[config.mk]
export PLATFORM = sky130hd
export DESIGN_NAME = id_ex_stage_register_flat
export DESIGN_NICKNAME = d
export VERILOG_FILES = /design/src/rtl/id_ex_stage_register_pkg.sv /design/src/rtl/id_ex_stage_register_if.sv /design/src/rtl/id_ex_stage_register_load_use_hazard_detect.sv /design/src/rtl/id_ex_stage_register.sv /design/src/flat_wrapper.sv
export SDC_FILE = /design/constraint.sdc
export NUM_CORES = 1
export LEC_CHECK = 0
export CAP_MARGIN = 5
export CORE_MARGIN = 2
export CORE_UTILIZATION = 42
export CTS_CLUSTER_SIZE = 28
export DETAILED_ROUTE_END_ITERATION = 6
export GPL_TIMING_DRIVEN = 0
export PLACE_DENSITY = 0.84
export SYNTH_ARGS = -nofsm -noshare
export SYNTH_HDL_FRONTEND = slang
export SYNTH_SLANG_ARGS = --single-unit
[constraint.sdc]
create_clock -name clk -period 2.9 [get_ports clk]
set_input_delay 0.58 -clock clk [delete_from_list [all_inputs] [get_ports clk]]
set_output_delay 0.58 -clock clk [all_outputs]
set_load 0.05 [all_outputs]
[src/rtl/id_ex_stage_register_pkg.sv]
`default_nettype none
// ============================================================================
// Module      : id_ex_stage_register_pkg
// Description : Shared widths, register-file and control-word constants, and
//               the per-edge action selector for the ID/EX pipeline register.
// Revision    : 1.0 - initial release
// ============================================================================
package id_ex_stage_register_pkg;

    localparam int c_data_w = 8;
    localparam int c_addr_w = 4;
    localparam int c_ctrl_w = 12;
    localparam int c_cnt_w  = 8;

    // Register 0 is hardwired to zero and can never be a hazard source.
    localparam int c_zero_reg = 0;

    // Bit positions inside the execute/memory/writeback control word.
    localparam int c_ctrl_mem_read  = 0;
    localparam int c_ctrl_mem_write = 1;
    localparam int c_ctrl_reg_write = 2;
    localparam int c_ctrl_mem_to_reg = 3;
    localparam int c_ctrl_alu_src   = 4;
    localparam int c_ctrl_alu_op_lo = 5;
    localparam int c_ctrl_alu_op_hi = 8;
    localparam int c_ctrl_branch    = 9;
    localparam int c_ctrl_jump      = 10;
    localparam int c_ctrl_link      = 11;

    typedef enum logic [1:0] {
        ACT_LOAD   = 2'd0,
        ACT_HOLD   = 2'd1,
        ACT_SQUASH = 2'd2,
        ACT_BUBBLE = 2'd3
    } stage_action_e;

    // Priority: flush > execute stall > load-use hazard > normal load.
    function automatic stage_action_e select_action(input logic flush,
                                                    input logic ex_stall,
                                                    input logic hazard);
        if (flush)
            return ACT_SQUASH;
        else if (ex_stall)
            return ACT_HOLD;
        else if (hazard)
            return ACT_BUBBLE;
        else
            return ACT_LOAD;
    endfunction

endpackage
`default_nettype wire

[src/rtl/id_ex_stage_register_if.sv]
`default_nettype none
// ============================================================================
// Module      : id_ex_stage_register_if
// Description : Decode-side inputs and execute-side outputs of the ID/EX stage.
// Revision    : 1.0 - initial release
// ============================================================================
interface id_ex_stage_register_if
    import id_ex_stage_register_pkg::*;
#(
    parameter int DATA_W = c_data_w,
    parameter int ADDR_W = c_addr_w,
    parameter int CTRL_W = c_ctrl_w,
    parameter int CNT_W  = c_cnt_w
);
    logic              id_valid;
    logic [DATA_W-1:0] id_data_top;
    logic [DATA_W-1:0] id_data_bot;
    logic [CTRL_W-1:0] id_ctrl;
    logic              id_mem_read;
    logic [ADDR_W-1:0] id_rd_addr;
    logic [ADDR_W-1:0] id_rs_a;
    logic [ADDR_W-1:0] id_rs_b;
    logic              id_rs_a_used;
    logic              id_rs_b_used;
    logic              ex_stall;
    logic              flush;

    logic              ex_valid;
    logic [DATA_W-1:0] ex_data_top;
    logic [DATA_W-1:0] ex_data_bot;
    logic [CTRL_W-1:0] ex_ctrl;
    logic              ex_mem_read;
    logic [ADDR_W-1:0] ex_rd_addr;
    logic              id_stall;
    logic [CNT_W-1:0]  bubble_count;

    modport master (
        output id_valid, id_data_top, id_data_bot, id_ctrl, id_mem_read,
               id_rd_addr, id_rs_a, id_rs_b, id_rs_a_used, id_rs_b_used,
               ex_stall, flush,
        input  ex_valid, ex_data_top, ex_data_bot, ex_ctrl, ex_mem_read,
               ex_rd_addr, id_stall, bubble_count
    );

    modport slave (
        input  id_valid, id_data_top, id_data_bot, id_ctrl, id_mem_read,
               id_rd_addr, id_rs_a, id_rs_b, id_rs_a_used, id_rs_b_used,
               ex_stall, flush,
        output ex_valid, ex_data_top, ex_data_bot, ex_ctrl, ex_mem_read,
               ex_rd_addr, id_stall, bubble_count
    );

endinterface
`default_nettype wire

[src/rtl/id_ex_stage_register_load_use_hazard_detect.sv]
`default_nettype none
// ============================================================================
// Module      : load_use_hazard_detect
// Description : Flags a decode instruction that reads the destination of a
//               load currently held in the execute stage.
// Revision    : 1.0 - initial release
// ============================================================================
module load_use_hazard_detect
    import id_ex_stage_register_pkg::*;
#(
    parameter int ADDR_W = c_addr_w
) (
    input  wire logic              ex_valid,
    input  wire logic              ex_mem_read,
    input  wire logic [ADDR_W-1:0] ex_rd_addr,
    input  wire logic              id_valid,
    input  wire logic [ADDR_W-1:0] id_rs_a,
    input  wire logic [ADDR_W-1:0] id_rs_b,
    input  wire logic              id_rs_a_used,
    input  wire logic              id_rs_b_used,
    output logic                   hazard
);
    localparam logic [ADDR_W-1:0] c_zero_addr = ADDR_W'(c_zero_reg);

    logic w_ex_is_live_load;
    logic w_src_match;

    assign w_ex_is_live_load = ex_valid & ex_mem_read & (ex_rd_addr != c_zero_addr);
    assign w_src_match       = (id_rs_a_used & (id_rs_a == ex_rd_addr))
                             | (id_rs_b_used & (id_rs_b == ex_rd_addr));
    assign hazard            = w_ex_is_live_load & id_valid & w_src_match;

endmodule
`default_nettype wire

[src/rtl/id_ex_stage_register.sv]
`default_nettype none
// ============================================================================
// Module      : id_ex_stage_register
// Description : ID/EX pipeline register with load-use bubble insertion,
//               stall/flush handling and a saturating bubble counter.
// Revision    : 1.0 - initial release
// ============================================================================
module id_ex_stage_register
    import id_ex_stage_register_pkg::*;
#(
    parameter int DATA_W = c_data_w,
    parameter int ADDR_W = c_addr_w,
    parameter int CTRL_W = c_ctrl_w,
    parameter int CNT_W  = c_cnt_w
) (
    input  wire logic             clk,
    input  wire logic             rst,
    id_ex_stage_register_if.slave bus
);
    localparam logic [CNT_W-1:0] c_cnt_max = {CNT_W{1'b1}};
    localparam logic [CNT_W-1:0] c_cnt_one = CNT_W'(1);

    logic              r_ex_valid;
    logic [DATA_W-1:0] r_ex_data_top;
    logic [DATA_W-1:0] r_ex_data_bot;
    logic [CTRL_W-1:0] r_ex_ctrl;
    logic              r_ex_mem_read;
    logic [ADDR_W-1:0] r_ex_rd_addr;
    logic [CNT_W-1:0]  r_bubble_count;

    logic              w_hazard;
    stage_action_e     w_action;

    load_use_hazard_detect #(
        .ADDR_W (ADDR_W)
    ) u_hazard (
        .ex_valid     (r_ex_valid),
        .ex_mem_read  (r_ex_mem_read),
        .ex_rd_addr   (r_ex_rd_addr),
        .id_valid     (bus.id_valid),
        .id_rs_a      (bus.id_rs_a),
        .id_rs_b      (bus.id_rs_b),
        .id_rs_a_used (bus.id_rs_a_used),
        .id_rs_b_used (bus.id_rs_b_used),
        .hazard       (w_hazard)
    );

    always_comb begin
        w_action = select_action(bus.flush, bus.ex_stall, w_hazard);
    end

    // A flush releases decode immediately: whatever it holds is being replaced.
    assign bus.id_stall = ~bus.flush & (bus.ex_stall | w_hazard);

    always_ff @(posedge clk) begin
        if (rst) begin
            r_ex_valid    <= 1'b0;
            r_ex_data_top <= '0;
            r_ex_data_bot <= '0;
            r_ex_ctrl     <= '0;
            r_ex_mem_read <= 1'b0;
            r_ex_rd_addr  <= '0;
        end else begin
            case (w_action)
                ACT_SQUASH, ACT_BUBBLE: begin
                    r_ex_valid    <= 1'b0;
                    r_ex_data_top <= '0;
                    r_ex_data_bot <= '0;
                    r_ex_ctrl     <= '0;
                    r_ex_mem_read <= 1'b0;
                    r_ex_rd_addr  <= '0;
                end
                ACT_LOAD: begin
                    // An empty slot must never carry live control downstream.
                    r_ex_valid    <= bus.id_valid;
                    r_ex_data_top <= bus.id_data_top;
                    r_ex_data_bot <= bus.id_data_bot;
                    r_ex_ctrl     <= bus.id_valid ? bus.id_ctrl : '0;
                    r_ex_mem_read <= bus.id_valid & bus.id_mem_read;
                    r_ex_rd_addr  <= bus.id_rd_addr;
                end
                default: begin
                end
            endcase
        end
    end

    always_ff @(posedge clk) begin
        if (rst) begin
            r_bubble_count <= '0;
        end else if ((w_action == ACT_BUBBLE) && (r_bubble_count != c_cnt_max)) begin
            r_bubble_count <= r_bubble_count + c_cnt_one;
        end
    end

    assign bus.ex_valid     = r_ex_valid;
    assign bus.ex_data_top  = r_ex_data_top;
    assign bus.ex_data_bot  = r_ex_data_bot;
    assign bus.ex_ctrl      = r_ex_ctrl;
    assign bus.ex_mem_read  = r_ex_mem_read;
    assign bus.ex_rd_addr   = r_ex_rd_addr;
    assign bus.bubble_count = r_bubble_count;

endmodule
`default_nettype wire

[src/flat_wrapper.sv]
// flat-port wrapper written by rule: the top's interface ports become plain ports
module id_ex_stage_register_flat import id_ex_stage_register_pkg::*;
#(
    parameter int DATA_W = c_data_w,
    parameter int ADDR_W = c_addr_w,
    parameter int CTRL_W = c_ctrl_w,
    parameter int CNT_W  = c_cnt_w
)
  (clk, rst, bus_id_valid, bus_id_data_top, bus_id_data_bot, bus_id_ctrl, bus_id_mem_read, bus_id_rd_addr, bus_id_rs_a, bus_id_rs_b, bus_id_rs_a_used, bus_id_rs_b_used, bus_ex_stall, bus_flush, bus_ex_valid, bus_ex_data_top, bus_ex_data_bot, bus_ex_ctrl, bus_ex_mem_read, bus_ex_rd_addr, bus_id_stall, bus_bubble_count);
  id_ex_stage_register_if #(.DATA_W(DATA_W), .ADDR_W(ADDR_W), .CTRL_W(CTRL_W), .CNT_W(CNT_W)) bus_i ();
  input  wire logic clk;
  input  wire logic rst;
  input wire logic [$bits(bus_i.id_valid)-1:0] bus_id_valid;
  input wire logic [$bits(bus_i.id_data_top)-1:0] bus_id_data_top;
  input wire logic [$bits(bus_i.id_data_bot)-1:0] bus_id_data_bot;
  input wire logic [$bits(bus_i.id_ctrl)-1:0] bus_id_ctrl;
  input wire logic [$bits(bus_i.id_mem_read)-1:0] bus_id_mem_read;
  input wire logic [$bits(bus_i.id_rd_addr)-1:0] bus_id_rd_addr;
  input wire logic [$bits(bus_i.id_rs_a)-1:0] bus_id_rs_a;
  input wire logic [$bits(bus_i.id_rs_b)-1:0] bus_id_rs_b;
  input wire logic [$bits(bus_i.id_rs_a_used)-1:0] bus_id_rs_a_used;
  input wire logic [$bits(bus_i.id_rs_b_used)-1:0] bus_id_rs_b_used;
  input wire logic [$bits(bus_i.ex_stall)-1:0] bus_ex_stall;
  input wire logic [$bits(bus_i.flush)-1:0] bus_flush;
  output wire logic [$bits(bus_i.ex_valid)-1:0] bus_ex_valid;
  output wire logic [$bits(bus_i.ex_data_top)-1:0] bus_ex_data_top;
  output wire logic [$bits(bus_i.ex_data_bot)-1:0] bus_ex_data_bot;
  output wire logic [$bits(bus_i.ex_ctrl)-1:0] bus_ex_ctrl;
  output wire logic [$bits(bus_i.ex_mem_read)-1:0] bus_ex_mem_read;
  output wire logic [$bits(bus_i.ex_rd_addr)-1:0] bus_ex_rd_addr;
  output wire logic [$bits(bus_i.id_stall)-1:0] bus_id_stall;
  output wire logic [$bits(bus_i.bubble_count)-1:0] bus_bubble_count;
  assign bus_i.id_valid = bus_id_valid;
  assign bus_i.id_data_top = bus_id_data_top;
  assign bus_i.id_data_bot = bus_id_data_bot;
  assign bus_i.id_ctrl = bus_id_ctrl;
  assign bus_i.id_mem_read = bus_id_mem_read;
  assign bus_i.id_rd_addr = bus_id_rd_addr;
  assign bus_i.id_rs_a = bus_id_rs_a;
  assign bus_i.id_rs_b = bus_id_rs_b;
  assign bus_i.id_rs_a_used = bus_id_rs_a_used;
  assign bus_i.id_rs_b_used = bus_id_rs_b_used;
  assign bus_i.ex_stall = bus_ex_stall;
  assign bus_i.flush = bus_flush;
  assign bus_ex_valid = bus_i.ex_valid;
  assign bus_ex_data_top = bus_i.ex_data_top;
  assign bus_ex_data_bot = bus_i.ex_data_bot;
  assign bus_ex_ctrl = bus_i.ex_ctrl;
  assign bus_ex_mem_read = bus_i.ex_mem_read;
  assign bus_ex_rd_addr = bus_i.ex_rd_addr;
  assign bus_id_stall = bus_i.id_stall;
  assign bus_bubble_count = bus_i.bubble_count;
  id_ex_stage_register #(.DATA_W(DATA_W), .ADDR_W(ADDR_W), .CTRL_W(CTRL_W), .CNT_W(CNT_W)) u_core (.clk(clk), .rst(rst), .bus(bus_i));
endmodule
; ---- Word level (Yosys, flattened, before mapping)
; Cells that the tools add are included.
[word_totals]
reg_bits = 42
inputBits = 48
output_inout_bits = 43
word_cells = 39
[classes]
add_sub_neg = 1
n_eq_ne = 5
n_mux = 10
n_bitwise = 11
n_reduce_logical = 5
[ops]
columns = operator, n
row1 = 8-bit case mux with 2 select lines, 2
row2 = 12-bit case mux with 2 select lines, 1
row3 = 12-bit two-way mux, 1
row4 = "8-bit by 1-bit adder with 8-bit output, second input constant", 1
row5 = 1-bit bitwise AND, 8
row6 = 4-bit == test, 2
row7 = "8-bit inequality test, second input constant", 1
row8 = 4-bit case mux with 2 select lines, 1
row9 = 2-bit two-way mux, 3
row10 = "2-bit == test, second input constant", 2
row11 = 1-bit case mux with 2 select lines, 2
row12 = 4-bit nonzero test, 1
row13 = 2-bit zero test, 1
row14 = 1-bit bitwise OR, 2
row15 = 2-bit nonzero test, 1
row16 = 2-bit OR reduction, 1
row17 = 1-bit logical AND, 1
row18 = 1-bit inverter, 1

; ---- Logic depth before layout (Yosys ltp)
; Gate-level depths: netlist of the first run.
[logic_depth]
ltp_word = 10
ltp_mapped = 8
ltp_nobuf = 6

; ---- Cells and area by module
; A second synthesis of the first run with hierarchy kept.
[unflattened]
cells_unflattened = 182
area_unflattened_um2 = 1741.7
[modules_own_cells]
columns = module, instances, cells_each, area_each_um2, seq_area_each_um2
row1 = id_ex_stage_register, 1, 167, 1632.8, 840.8
row2 = load_use_hazard_detect, 1, 15, 108.9, 0.0

; ---- Least setup slack after synthesis of the first run
; No wires, ideal clock.
[synth_path]
path_kind = register to output
startpoint = register u_core.r_ex_rd_addr[0] (netlist: u_core.bus.ex_rd_addr[0])
endpoint = output port bus_id_stall
t_arrival_ps = 2335
required_ps = 2320
path_slack_ps = -15
path_stages_with_launch = 8
n_path_buf = 2
path_cell_list = dfxtp_1 > xor2_1 > nor3_1 > and4_1 > buf_6 > nor2_4 > buf_2 > a21oi_1
[synth_via]
elab_chain_len = 6
elab_cells_between_ends = 11
classes_between = eq/ne (2) / bitwise (8) / reduce/logical (1)
[synth_lines]
columns = item, line_no
row1 = from (decl), id_ex_stage_register.sv:28  ; logic [ADDR_W-1:0] r_ex_rd_addr;
row2 = from (signal assigned), id_ex_stage_register.sv:80  ; r_ex_rd_addr <= bus.id_rd_addr;
row3 = "4-bit == test, or another cell as far along", id_ex_stage_register_load_use_hazard_detect.sv:29  ; assign w_src_match = (id_rs_a_used & (id_rs_a == ex_rd_addr))
row4 = "1-bit bitwise AND, on equally long branches", "id_ex_stage_register_load_use_hazard_detect.sv:29, id_ex_stage_register_load_use_hazard_detect.sv:28, id_ex_stage_register_load_use_hazard_detect.sv:30"
row5 = 1-bit bitwise OR or 1-bit bitwise AND (tied branches), "id_ex_stage_register_load_use_hazard_detect.sv:30, id_ex_stage_register_load_use_hazard_detect.sv:31"
row6 = 1-bit bitwise AND *, id_ex_stage_register_load_use_hazard_detect.sv:31  ; assign hazard = w_ex_is_live_load & id_valid & w_src_match;
row7 = 1-bit bitwise OR *, id_ex_stage_register.sv:53  ; assign bus.id_stall = ~bus.flush & (bus.ex_stall | w_hazard);
row8 = 1-bit bitwise AND *, id_ex_stage_register.sv:53
row9 = to (decl), flat_wrapper.sv:31  ; output wire logic [$bits(bus_i.id_stall)-1:0] bus_id_stall;
; Every way passes the cells marked *; elsewhere a longest branch is shown, timed or not.

; ---- Final worst setup path of the first run
[layout_path]
startpoint = input port bus_id_rs_a[0]
endpoint = output port bus_id_stall
[layout_via]
elab_chain_len = 6
[layout_lines]
columns = item, line_no
row1 = from (decl), flat_wrapper.sv:19  ; input wire logic [$bits(bus_i.id_rs_a)-1:0] bus_id_rs_a;
row2 = 4-bit == test, id_ex_stage_register_load_use_hazard_detect.sv:29
row3 = 1-bit bitwise AND, id_ex_stage_register_load_use_hazard_detect.sv:29
row4 = 1-bit bitwise OR, id_ex_stage_register_load_use_hazard_detect.sv:30  ; | (id_rs_b_used & (id_rs_b == ex_rd_addr));
row5 = 1-bit bitwise AND, id_ex_stage_register_load_use_hazard_detect.sv:31
row6 = 1-bit bitwise OR, id_ex_stage_register.sv:53
row7 = 1-bit bitwise AND, id_ex_stage_register.sv:53
; Every way passes these cells.

==> results of run 1 <==
## flip-flops by register name (all words and copies together), names as in the netlist
signal and flops:
u_core.bus.ex_data_bot 8, u_core.bus.ex_data_top 8, u_core.bus.ex_valid 1, u_core.bus.bubble_count 8, u_core.bus.ex_ctrl 12, u_core.bus.ex_mem_read 1
u_core.bus.ex_rd_addr 4
## report_power, final
| part | internal [mW] | switching, mW |
|---|---|---|
| Combinational | 0.0995 | 0.107 |
| Clock | 0.192 | 0.197 |
| Sequential | 0.589 | 0.00947 |
| Total | 0.881 | 0.313 |
## critical path, delay by kind of cell
kind | cells | cell delay, ns
and+or+nand+nor | 3 | 0.44
xor gates and xnor gates | 1 | 0.14
AOI/OAI and AO/OA | 1 | 0.15
buffers and inverters | 4 | 0.90
## final cells by class
| class | instances | area (um2) |
|---|---|---|
| Timing Repair Buffer | 90 | 902 |
| Clock buffer | 7 | 86.3 |
| Sequential cell | 42 | 841 |
| Buffer | 17 | 90.1 |
| Inverter | 1 | 3.75 |
| Tap cell | 50 | 62.6 |
| Clock inverter | 1 | 5.00 |
| Fill cell | 324 | 1190 |
| Multi-Input combinational cell | 138 | 852 |
## repair_timing
action	CTS	global route
endpoints found under the setup margin	1	1
buffers inserted	1	0
gates resized for setup	7	2
pin swaps	1	1
## cell families after synthesis
group	Yosys count
compound gates	44
fa+ha+maj	1
buf+inv	18
xor+xnor	10
mux	2
flops	42
simple gates	81
## placed cells by master, fill, tap and decap left out, drive strengths merged, types with 3 or more instances in the layout
cell / instances
clkdlybuf4s50: 87
dfxtp: 42
nor2: 31
a32oi: 21
clkbuf: 17
nand2: 16
a21oi: 16
nand4: 15
buf: 8
xor2: 7
nand3: 5
nor3: 4
nor2b: 4
xnor2: 3
## final timing paths
path,startpoint,to,slack (ns),depth (start not counted)
worst min-delay path,u_core.bus.ex_ctrl[10],u_core.bus.ex_ctrl[10],0.46,2
worst max-delay path,bus_id_rs_a[0],bus_id_stall,0.10,9
worst min register to register,u_core.bus.ex_ctrl[10],u_core.bus.ex_ctrl[10],0.46,2
worst max register to register,u_core.bus.ex_rd_addr[0],u_core.bus.ex_ctrl[3],0.90,9
## metal layers
layer  vias up  part of all wire  global-route usage
met1       876              0.42               0.267
met3        13             0.076              0.0921
met4         0             0.024              0.0828
met5         -                 0                   0
li1        925                 -                   -
met2        66              0.48               0.369
==> flow_metrics.py, run 1 <==
metrics = {
    "power_and_ir_drop": {
        "power_density_nw_per_um2": 420,
        "power.leakage_nw": 1.00,
        "finalPower_mw": 1.19,
        "peakVddDrop_uv": 333,
    },
    "cells_and_area": {
        "fin_area_um2": 2840,
        "drive_gt1_frac": 0.0709,
        "nets": 344,
        "final_cells": 346,
        "syn2layout_area_growth_pct": 59.7,
        "antenna_cells": 0,
        "final_util": 0.706,
    },
    "sta": {
        "hold_viol": 0,
        "worst_pin_slew_ns": 0.639,
        "fin_setup_tns_ns": 0,
        "fin_crit_sh": 0.964,
        "skew_ns": 0.00555,
        "finalWorstSetupSlack_ns": 0.103,
        "fin_crit_ns": 2.80,
        "whs_ns": 0.456,
        "fmax_mhz": 358,
        "slew-limit-headroom": 0.573,
        "maxSlewViolCount": 0,
        "setup_viol_count_final": 0,
        "rsz0062_at_grt": "false",
    },
    "critical_path": {
        "critPathMostFrequentCell": "buf_4",
        "arrival_ns": 2.22,
        "required_ns": 2.32,
        "end_kind": "primary output",
        "cp_slowest_stage_delay_ns": 0.41,
        "path_max_fanout": 10,
        "path_cells": "clkdlybuf4s50_1, xor2_1, nor3_1, and4_1, buf_4, nor2_4, buf_4, a21oi_2, buf_6",
        "slowest_stage": "clkdlybuf4s50_1",
        "startpoint_type": "input pin",
        "crit_type": "in -> out",
    },
    "hold_path": {
        "hold_path.class": "reg -> reg",
    },
    "placed_design": {
        "dpl.cell_count": 337,
        "gp_congestion": 0.754,
        "place_area_um2": 2740,
        "hpwl_mm": 3.87,
        "dp_slack_ns": -0.622,
        "port_buffers": 89,
    },
    "synth": {
        "synth_fa_ha_area_frac": 0.00703,
        "synth_compound_area_frac": 0.186,
        "synthDistinctLibCells": 30,
        "netlist.top_cell.by_area": "dfxtp_1",
        "synthCells": 198,
        "synth_top_area_share": 0.472,
        "synth_top_family_by_area": "simple AND/OR/NAND/NOR gates",
        "synth_seq_cells": 42,
        "synth_xor_area_frac": 0.0492,
        "yosys.area_share.simple": 0.222,
        "yosys-top-cells-count": "dfxtp_1, nor2_1, a32oi_1",
        "synth_area_leaders": "dfxtp_1, a32oi_1, nor2_1, nand4_1, a21oi_1",
        "avgSynthCellArea_um2": 8.99,
        "seq_area_frac_synth": 0.472,
        "async_reset_ff_frac": 0,
        "synth_top_flop_cell": "dfxtp_1",
        "yosysWarnings": 0,
        "synth_edf_count": 0,
        "synth_most_common_cell": "dfxtp_1",
        "synthMuxAreaShare": 0.0126,
        "syn_nets": 247,
        "netlist_area_um2": 1780,
    },
    "floorplanning": {
        "start_util": 0.442,
        "die_w_um": 69.1,
        "die_area_um2": 4780,
        "num_io_pins": 91,
        "die_h_um": 69.1,
        "coreArea_um2": 4030,
        "rows": 23,
    },
    "routing": {
        "first_pass_iters": 4,
        "vias": 1880,
        "drt_iter0_drc": 49,
        "drcViolationCount": 0,
        "wl_per_cell_um": 15.5,
        "vias_per_cell": 5.43,
        "drtAntennaViolNets": 0,
        "wirelength_mm": 5.36,
    },
    "global_routing": {
        "grt_pass1_vias": 1886,
        "track_usage": 0.226,
        "grt_pass1_wl_mm": 8.76,
        "overflow": 0,
        "grt_max_degree": 13,
        "grt_antenna_before_repair": 0,
    },
    "clocking": {
        "clk_pin_slew_ns": 0.07,
        "cts_sinks": 42,
        "ctsHtreeMaxLevel": 2,
        "clock_path_buffers": 2,
        "cts_buffers": 5,
        "postCtsHoldBufs": 0,
        "cts-root-buf": "clkbuf_8",
        "insertion_delay_ns": 0.29,
        "cts_tree": "built",
    },
    "flow_run": {
        "drv_cap": 0,
    },
    "outcome": {
        "status": "complete, no violations",
    },
}
Power figures use the tool's default switching activity.
==> run 2: changes to the inputs <==
Settings changed: CORE_ASPECT_RATIO from default to 0.6, PLACE_DENSITY 0.84 to 0.85, SLEW_MARGIN from default to 0, SYNTH_HIERARCHICAL from default to 1.
==> run 2 against run 1 <==
  * Clock skew about the same
  * First-iteration DRC count up 140%
  * Worst setup slack better by 0.066 ns
  * Global-route usage down 0.64 points
  * Non-clock buffer count down 3
  * Die area down 1.7%
  * Clock-buffer cell count unchanged
  * Highest routed layer unchanged
==> flow_metrics.py, run 2 <==
metrics = {
    "clocking": {
        "cts_tree": "built",
        "ctsHtreeMaxLevel": 2,
        "cts-root-buf": "clkbuf_8",
        "clk_pin_slew_ns": 0.08,
        "postCtsHoldBufs": 0,
        "insertion_delay_ns": 0.29,
        "cts_buffers": 5,
        "clock_path_buffers": 2,
        "cts_sinks": 42,
    },
    "floorplanning": {
        "start_util": 0.430,
        "coreArea_um2": 4050,
        "die_w_um": 87.1,
        "num_io_pins": 91,
        "rows": 18,
        "die_area_um2": 4690,
        "die_h_um": 53.9,
    },
    "critical_path": {
        "crit_type": "in -> out",
        "r2r_cells": 7,
        "startpoint_type": "input pin",
        "end_kind": "primary output",
        "arrival_ns": 2.15,
        "r2r_start": "u_core/bus.ex_rd_addr[0]",
        "ff2ff_setup_slack_ns": 0.65,
        "worstReg2RegEnd": "u_core/bus.bubble_count[0]",
        "path_max_fanout": 4,
        "required_ns": 2.32,
    },
    "synth": {
        "avgSynthCellArea_um2": 9.57,
        "async_reset_ff_frac": 0,
        "synthCells": 182,
        "synth_seq_cells": 42,
        "netlist_area_um2": 1740,
        "synthDistinctLibCells": 35,
        "synth_most_common_cell": "dfxtp_1",
        "seq_area_frac_synth": 0.483,
        "synth_edf_count": 0,
        "synth_area_leaders": "dfxtp_1, a22oi_1, nor2_1, a32oi_1, xor2_1",
        "yosysWarnings": 6,
        "synth_top_area_share": 0.483,
        "netlist.top_cell.by_area": "dfxtp_1",
        "yosys-top-cells-count": "dfxtp_1, nor2_1, a22oi_1",
        "synth_top_flop_cell": "dfxtp_1",
        "syn_nets": 231,
    },
    "global_routing": {
        "grt_pass1_vias": 1656,
        "grt_pass1_wl_mm": 7.77,
        "overflow": 0,
        "grt_max_degree": 13,
        "track_usage": 0.220,
        "grt_antenna_before_repair": 0,
    },
    "sta": {
        "whs_ns": 0.490,
        "skew_ns": 0.00558,
        "worst_pin_slew_ns": 0.519,
        "setup_viol_count_final": 0,
        "fmax_mhz": 366,
        "finalWorstSetupSlack_ns": 0.170,
        "hold_viol": 0,
        "fin_setup_tns_ns": 0,
        "fin_crit_sh": 0.941,
        "maxSlewViolCount": 0,
        "fin_crit_ns": 2.73,
        "slew-limit-headroom": 0.653,
        "rsz0062_at_grt": "false",
    },
    "placed_design": {
        "port_buffers": 89,
        "dp_slack_ns": -0.529,
        "gp_congestion": 0.694,
        "hpwl_mm": 3.67,
    },
    "power_and_ir_drop": {
        "finalPower_mw": 1.20,
        "power.leakage_nw": 1.03,
        "power_density_nw_per_um2": 429,
        "peakVddDrop_uv": 257,
    },
    "cells_and_area": {
        "syn2layout_area_growth_pct": 60.1,
        "layout_common_cells": "clkdlybuf4s50_1, dfxtp_1, nor2_1, a22oi_1, a32oi_1",
        "largest_reg_flops": 12,
        "drive_gt1_frac": 0.0753,
        "final_common_cell": "clkdlybuf4s50_1",
        "nets": 327,
        "antenna_cells": 0,
    },
    "flow_run": {
        "drv_cap": 0,
    },
    "routing": {
        "wirelength_mm": 5.03,
        "wl_per_cell_um": 15.3,
        "drt_iter0_drc": 116,
        "vias_per_cell": 5.26,
        "drcViolationCount": 0,
        "vias": 1732,
        "first_pass_iters": 4,
        "drtAntennaViolNets": 0,
    },
    "outcome": {
        "status": "complete, no violations",
    },
    "hold_path": {
        "hold_path.class": "reg -> reg",
        "whs_path_depth": 2,
        "worstHoldStart": "u_core/bus.ex_ctrl[2]",
        "hold_path_end": "u_core/bus.ex_ctrl[2]",
    },
}
-- run 2: timing repair --
action,in CTS,in global routing
hold endpoints to repair,0,0
gates resized for setup,4,3
setup endpoints to repair,1,1
setup buffers,0,0
-- run 2: cell type report --
class                      instances  area, um2
buffer                            15       75.1
clock buffer                       7       86.3
clock inverter                     1       5.00
fill                             337       1270
inverter                           2       7.51
multi-input combinational        123        822
sequential                        42        841
tap                               50       62.6
timing repair buffer              89        888
-- run 2: how the worst max path moves through the flow --
stage / start / endpoint / slack, ns / cells after the start
after floorplan: u_core/bus.ex_rd_addr[0] / bus_id_stall / 0.18 / 6
after global placement: bus_id_rs_a[0] / bus_id_stall / -0.52 / 8
after detailed placement: bus_id_rs_a[0] / bus_id_stall / -0.53 / 8
after CTS: bus_id_rs_a[0] / bus_id_stall / 0.0003 / 8
after global routing: bus_id_rs_a[0] / bus_id_stall / 0.006 / 8
final: bus_id_rs_a[0] / bus_id_stall / 0.17 / 8
-- run 2: layer usage --
metal	up-vias	share of wire	global-route usage
met2	69	0.43	0.345
met1	796	0.47	0.288
li1	860	-	-
met5	-	0	0
met3	7	0.086	0.0736
met4	0	0.0092	0.0769
-- run 2: metrics by stage --
| step | util | area, um2 | instances |
|---|---|---|---|
| 4_1_cts | 0.689 | 2790 | 329 |
| 2_1_floorplan | - | 1740 | 182 |
| 3_5_place_dp | 0.665 | 2700 | 321 |
| 6_report | 0.688 | 2790 | 329 |
| 5_1_grt | 0.688 | 2790 | 329 |
| 3_3_place_gp | 0.665 | 2700 | 321 |
-- run 2: critical path, stage by stage --
cell and delay, ns:
clkdlybuf4s50_1 0.42, xor2_1 0.16, nor3_1 0.20, nand3_1 0.12, a21oi_2 0.27, nor2_1 0.08
nor2_1 0.09, clkbuf_4 0.23
-- run 2: report_power, final --
group,switching [mW],leakage (nW),internal (mW)
logic,0.109,0.640,0.103
registers,0.00952,0.341,0.589
clock network,0.195,0.0482,0.192
total,0.313,1.03,0.884
-- run 2: logic make-up (layout without fill, tap and decap cells) --
logic type	after synthesis	count (layout)	share of synthesized area
xor+xnor	8	8	0.0402
simple gates	65	65	0.198
compound gates	47	47	0.213
fa+ha+maj	1	1	0.00718
buf+inv	17	114	0.0474
flops	42	42	0.483
mux	2	2	0.0122
==> run 3: changes to the inputs <==
Settings changed: CORE_UTILIZATION 42 to 44, CTS_BUF_LIST from default to sky130_fd_sc_hd__clkbuf_4, PLACE_DENSITY 0.85 to 0.88.
==> run 3 against run 2 <==
  * Largest power group unchanged
  * Register-to-register slack about the same
  * Power down 8.2%
  * Via count up 3.2%
  * Maximum frequency down 2.3%
  * Clock-buffer cell count down 2
  * Final cell count down 0.91%
  * Die area down 4.3%
  * Highest routed layer unchanged
  * Utilization up 5.2 points
  * First-iteration DRC count down 18%
  * Worst hold slack better by 0.017 ns
  * Worst setup slack worse by 0.063 ns
  * Critical path type unchanged
==> flow_metrics.py, run 3 (same netlist as run 2, synthesis figures left out) <==
metrics = {
    "routing": {
        "vias": 1787,
        "wl_per_cell_um": 16.0,
        "met3_length_um": 428,
        "dr_wl_met2_mm": 2.53,
        "vias_per_cell": 5.48,
        "first_pass_iters": 4,
        "wirelength_mm": 5.23,
        "wl_met1_mm": 2.20,
        "drcViolationCount": 0,
        "drt_iter0_drc": 95,
        "drtAntennaViolNets": 0,
        "top_layer_used": "met4",
    },
    "critical_path": {
        "cp_slowest_stage_delay_ns": 0.44,
        "path_depth": 8,
        "startpoint_type": "input pin",
        "required_ns": 2.32,
        "crit_family": "buffers and inverters",
        "slowest_stage": "clkdlybuf4s50_1",
        "path_max_fanout": 4,
        "crit_type": "in -> out",
        "end_kind": "primary output",
        "ff2ff_setup_slack_ns": 0.64,
        "r2r_cells": 7,
        "arrival_ns": 2.21,
        "path_cells": "clkdlybuf4s50_1, xor2_1, nor3_1, nand3_1, a21oi_4, nor2_1, nor2_1, clkbuf_4",
        "critPathMostFrequentCell": "nor2_1",
        "r2r_start": "u_core/bus.ex_rd_addr[1]",
        "endpoint": "bus_id_stall",
        "worstSetupStartpoint": "bus_id_rs_a[1]",
        "timing.critical_path.buf_inv": 2,
        "worstReg2RegEnd": "u_core/bus.bubble_count[0]",
    },
    "clocking": {
        "postCtsHoldBufs": 0,
        "ctsHtreeMaxLevel": 2,
        "clock_path_buffers": 2,
        "cts_buffers": 5,
        "cts_sinks": 42,
        "clk_pin_slew_ns": 0.13,
        "cts_tree": "built",
        "insertion_delay_ns": 0.36,
        "cts-root-buf": "clkbuf_4",
        "cts_setup_buffers": 0,
    },
    "cells_and_area": {
        "drive_gt1_frac": 0.0753,
        "largest_reg_flops": 12,
        "syn2layout_area_growth_pct": 58.1,
        "antenna_cells": 0,
        "final_cells": 326,
        "layout_common_cells": "clkdlybuf4s50_1, dfxtp_1, nor2_1, a22oi_1, a32oi_1",
        "final_util": 0.740,
        "final_common_cell": "clkdlybuf4s50_1",
        "nets": 327,
    },
    "floorplanning": {
        "die_h_um": 52.7,
        "num_io_pins": 91,
        "die_area_um2": 4490,
        "start_util": 0.468,
        "rows": 17,
        "coreArea_um2": 3720,
        "die_w_um": 85.2,
    },
    "placed_design": {
        "port_buffers": 89,
        "dp_slack_ns": -0.581,
        "dpl.cell_count": 318,
        "gp_congestion": 0.825,
        "hpwl_mm": 3.95,
    },
    "sta": {
        "fmax_mhz": 358,
        "finalWorstSetupSlack_ns": 0.107,
        "whs_ns": 0.507,
        "maxSlewViolCount": 0,
        "worst_pin_slew_ns": 0.528,
        "setup_viol_count_final": 0,
        "fin_crit_ns": 2.79,
        "hold_viol": 0,
        "fin_crit_sh": 0.963,
        "skew_ns": 0.0111,
        "slew-limit-headroom": 0.647,
    },
    "outcome": {
        "status": "complete, no violations",
    },
    "flow_run": {
        "drv_cap": 0,
    },
    "power_and_ir_drop": {
        "finalPower_mw": 1.10,
        "power.leakage_nw": 1.01,
        "peakVddDrop_uv": 257,
        "power_density_nw_per_um2": 399,
    },
    "global_routing": {
        "grt_max_degree": 14,
        "grt_pass1_vias": 1599,
        "track_usage": 0.233,
        "grt_pass1_wl_mm": 8.00,
        "grt_antenna_before_repair": 0,
        "overflow": 0,
    },
    "hold_path": {
        "hold_path.class": "reg -> reg",
    },
}
[run 3: final cells by class]
| class | instances | area, um2 |
|---|---|---|
| fillers | 270 | 968 |
| repair buffers | 89 | 888 |
| flip-flops and latches | 42 | 841 |
| multi-input cells | 123 | 830 |
| plain buffers | 15 | 75.1 |
| well taps | 47 | 58.8 |
| clock buffers | 5 | 37.5 |
| clock inverters | 3 | 16.3 |
| inverters | 2 | 7.51 |
[run 3: tightest hold or removal path, cell delays in order, from the launching register on]
cell and delay (ns):
dfxtp_1 0.35, a32oi_1 0.06, nor2_1 0.08
[run 3: layer usage]
layer / track usage / vias up
met5: 0 / -
met4: 0.0714 / 0
met3: 0.0583 / 7
met2: 0.383 / 77
met1: 0.305 / 841
li1: - / 862
[run 3: worst min path at each step]
stage,start,end,slack [ns],cells after the start
2_1_floorplan,u_core/bus.bubble_count[1],u_core/bus.bubble_count[1],0.71,2
3_3_place_gp,u_core/bus.ex_ctrl[11],u_core/bus.ex_ctrl[11],0.47,2
3_5_place_dp,u_core/bus.ex_ctrl[7],u_core/bus.ex_ctrl[7],0.48,2
4_1_cts,u_core/bus.ex_ctrl[7],u_core/bus.ex_ctrl[7],0.51,2
5_1_grt,u_core/bus.ex_data_top[1],u_core/bus.ex_data_top[1],0.54,2
6_report,u_core/bus.ex_ctrl[3],u_core/bus.ex_ctrl[3],0.51,2
[run 3: repair_timing]
action / in CTS / in global routing
setup endpoints to repair: 1 / 1
pin swaps: 0 / 1
resized for setup: 6 / 2
hold endpoints to repair: 0 / 0
[run 3: metrics by stage]
stage | setup TNS (ns) | cell area [um2]
2_1_floorplan | 0 | 1740
3_3_place_gp | -0.597 | 2690
3_5_place_dp | -0.674 | 2690
4_1_cts | 0 | 2740
5_1_grt | -0.00115 | 2750
6_report | 0 | 2750
[run 3: report_power, final]
| group | switching [mW] | internal [mW] | total, mW |
|---|---|---|---|
| Clock | 0.197 | 0.0903 | 0.287 |
| Sequential | 0.00918 | 0.590 | 0.599 |
| Combinational | 0.109 | 0.103 | 0.212 |
| Total | 0.315 | 0.783 | 1.10 |
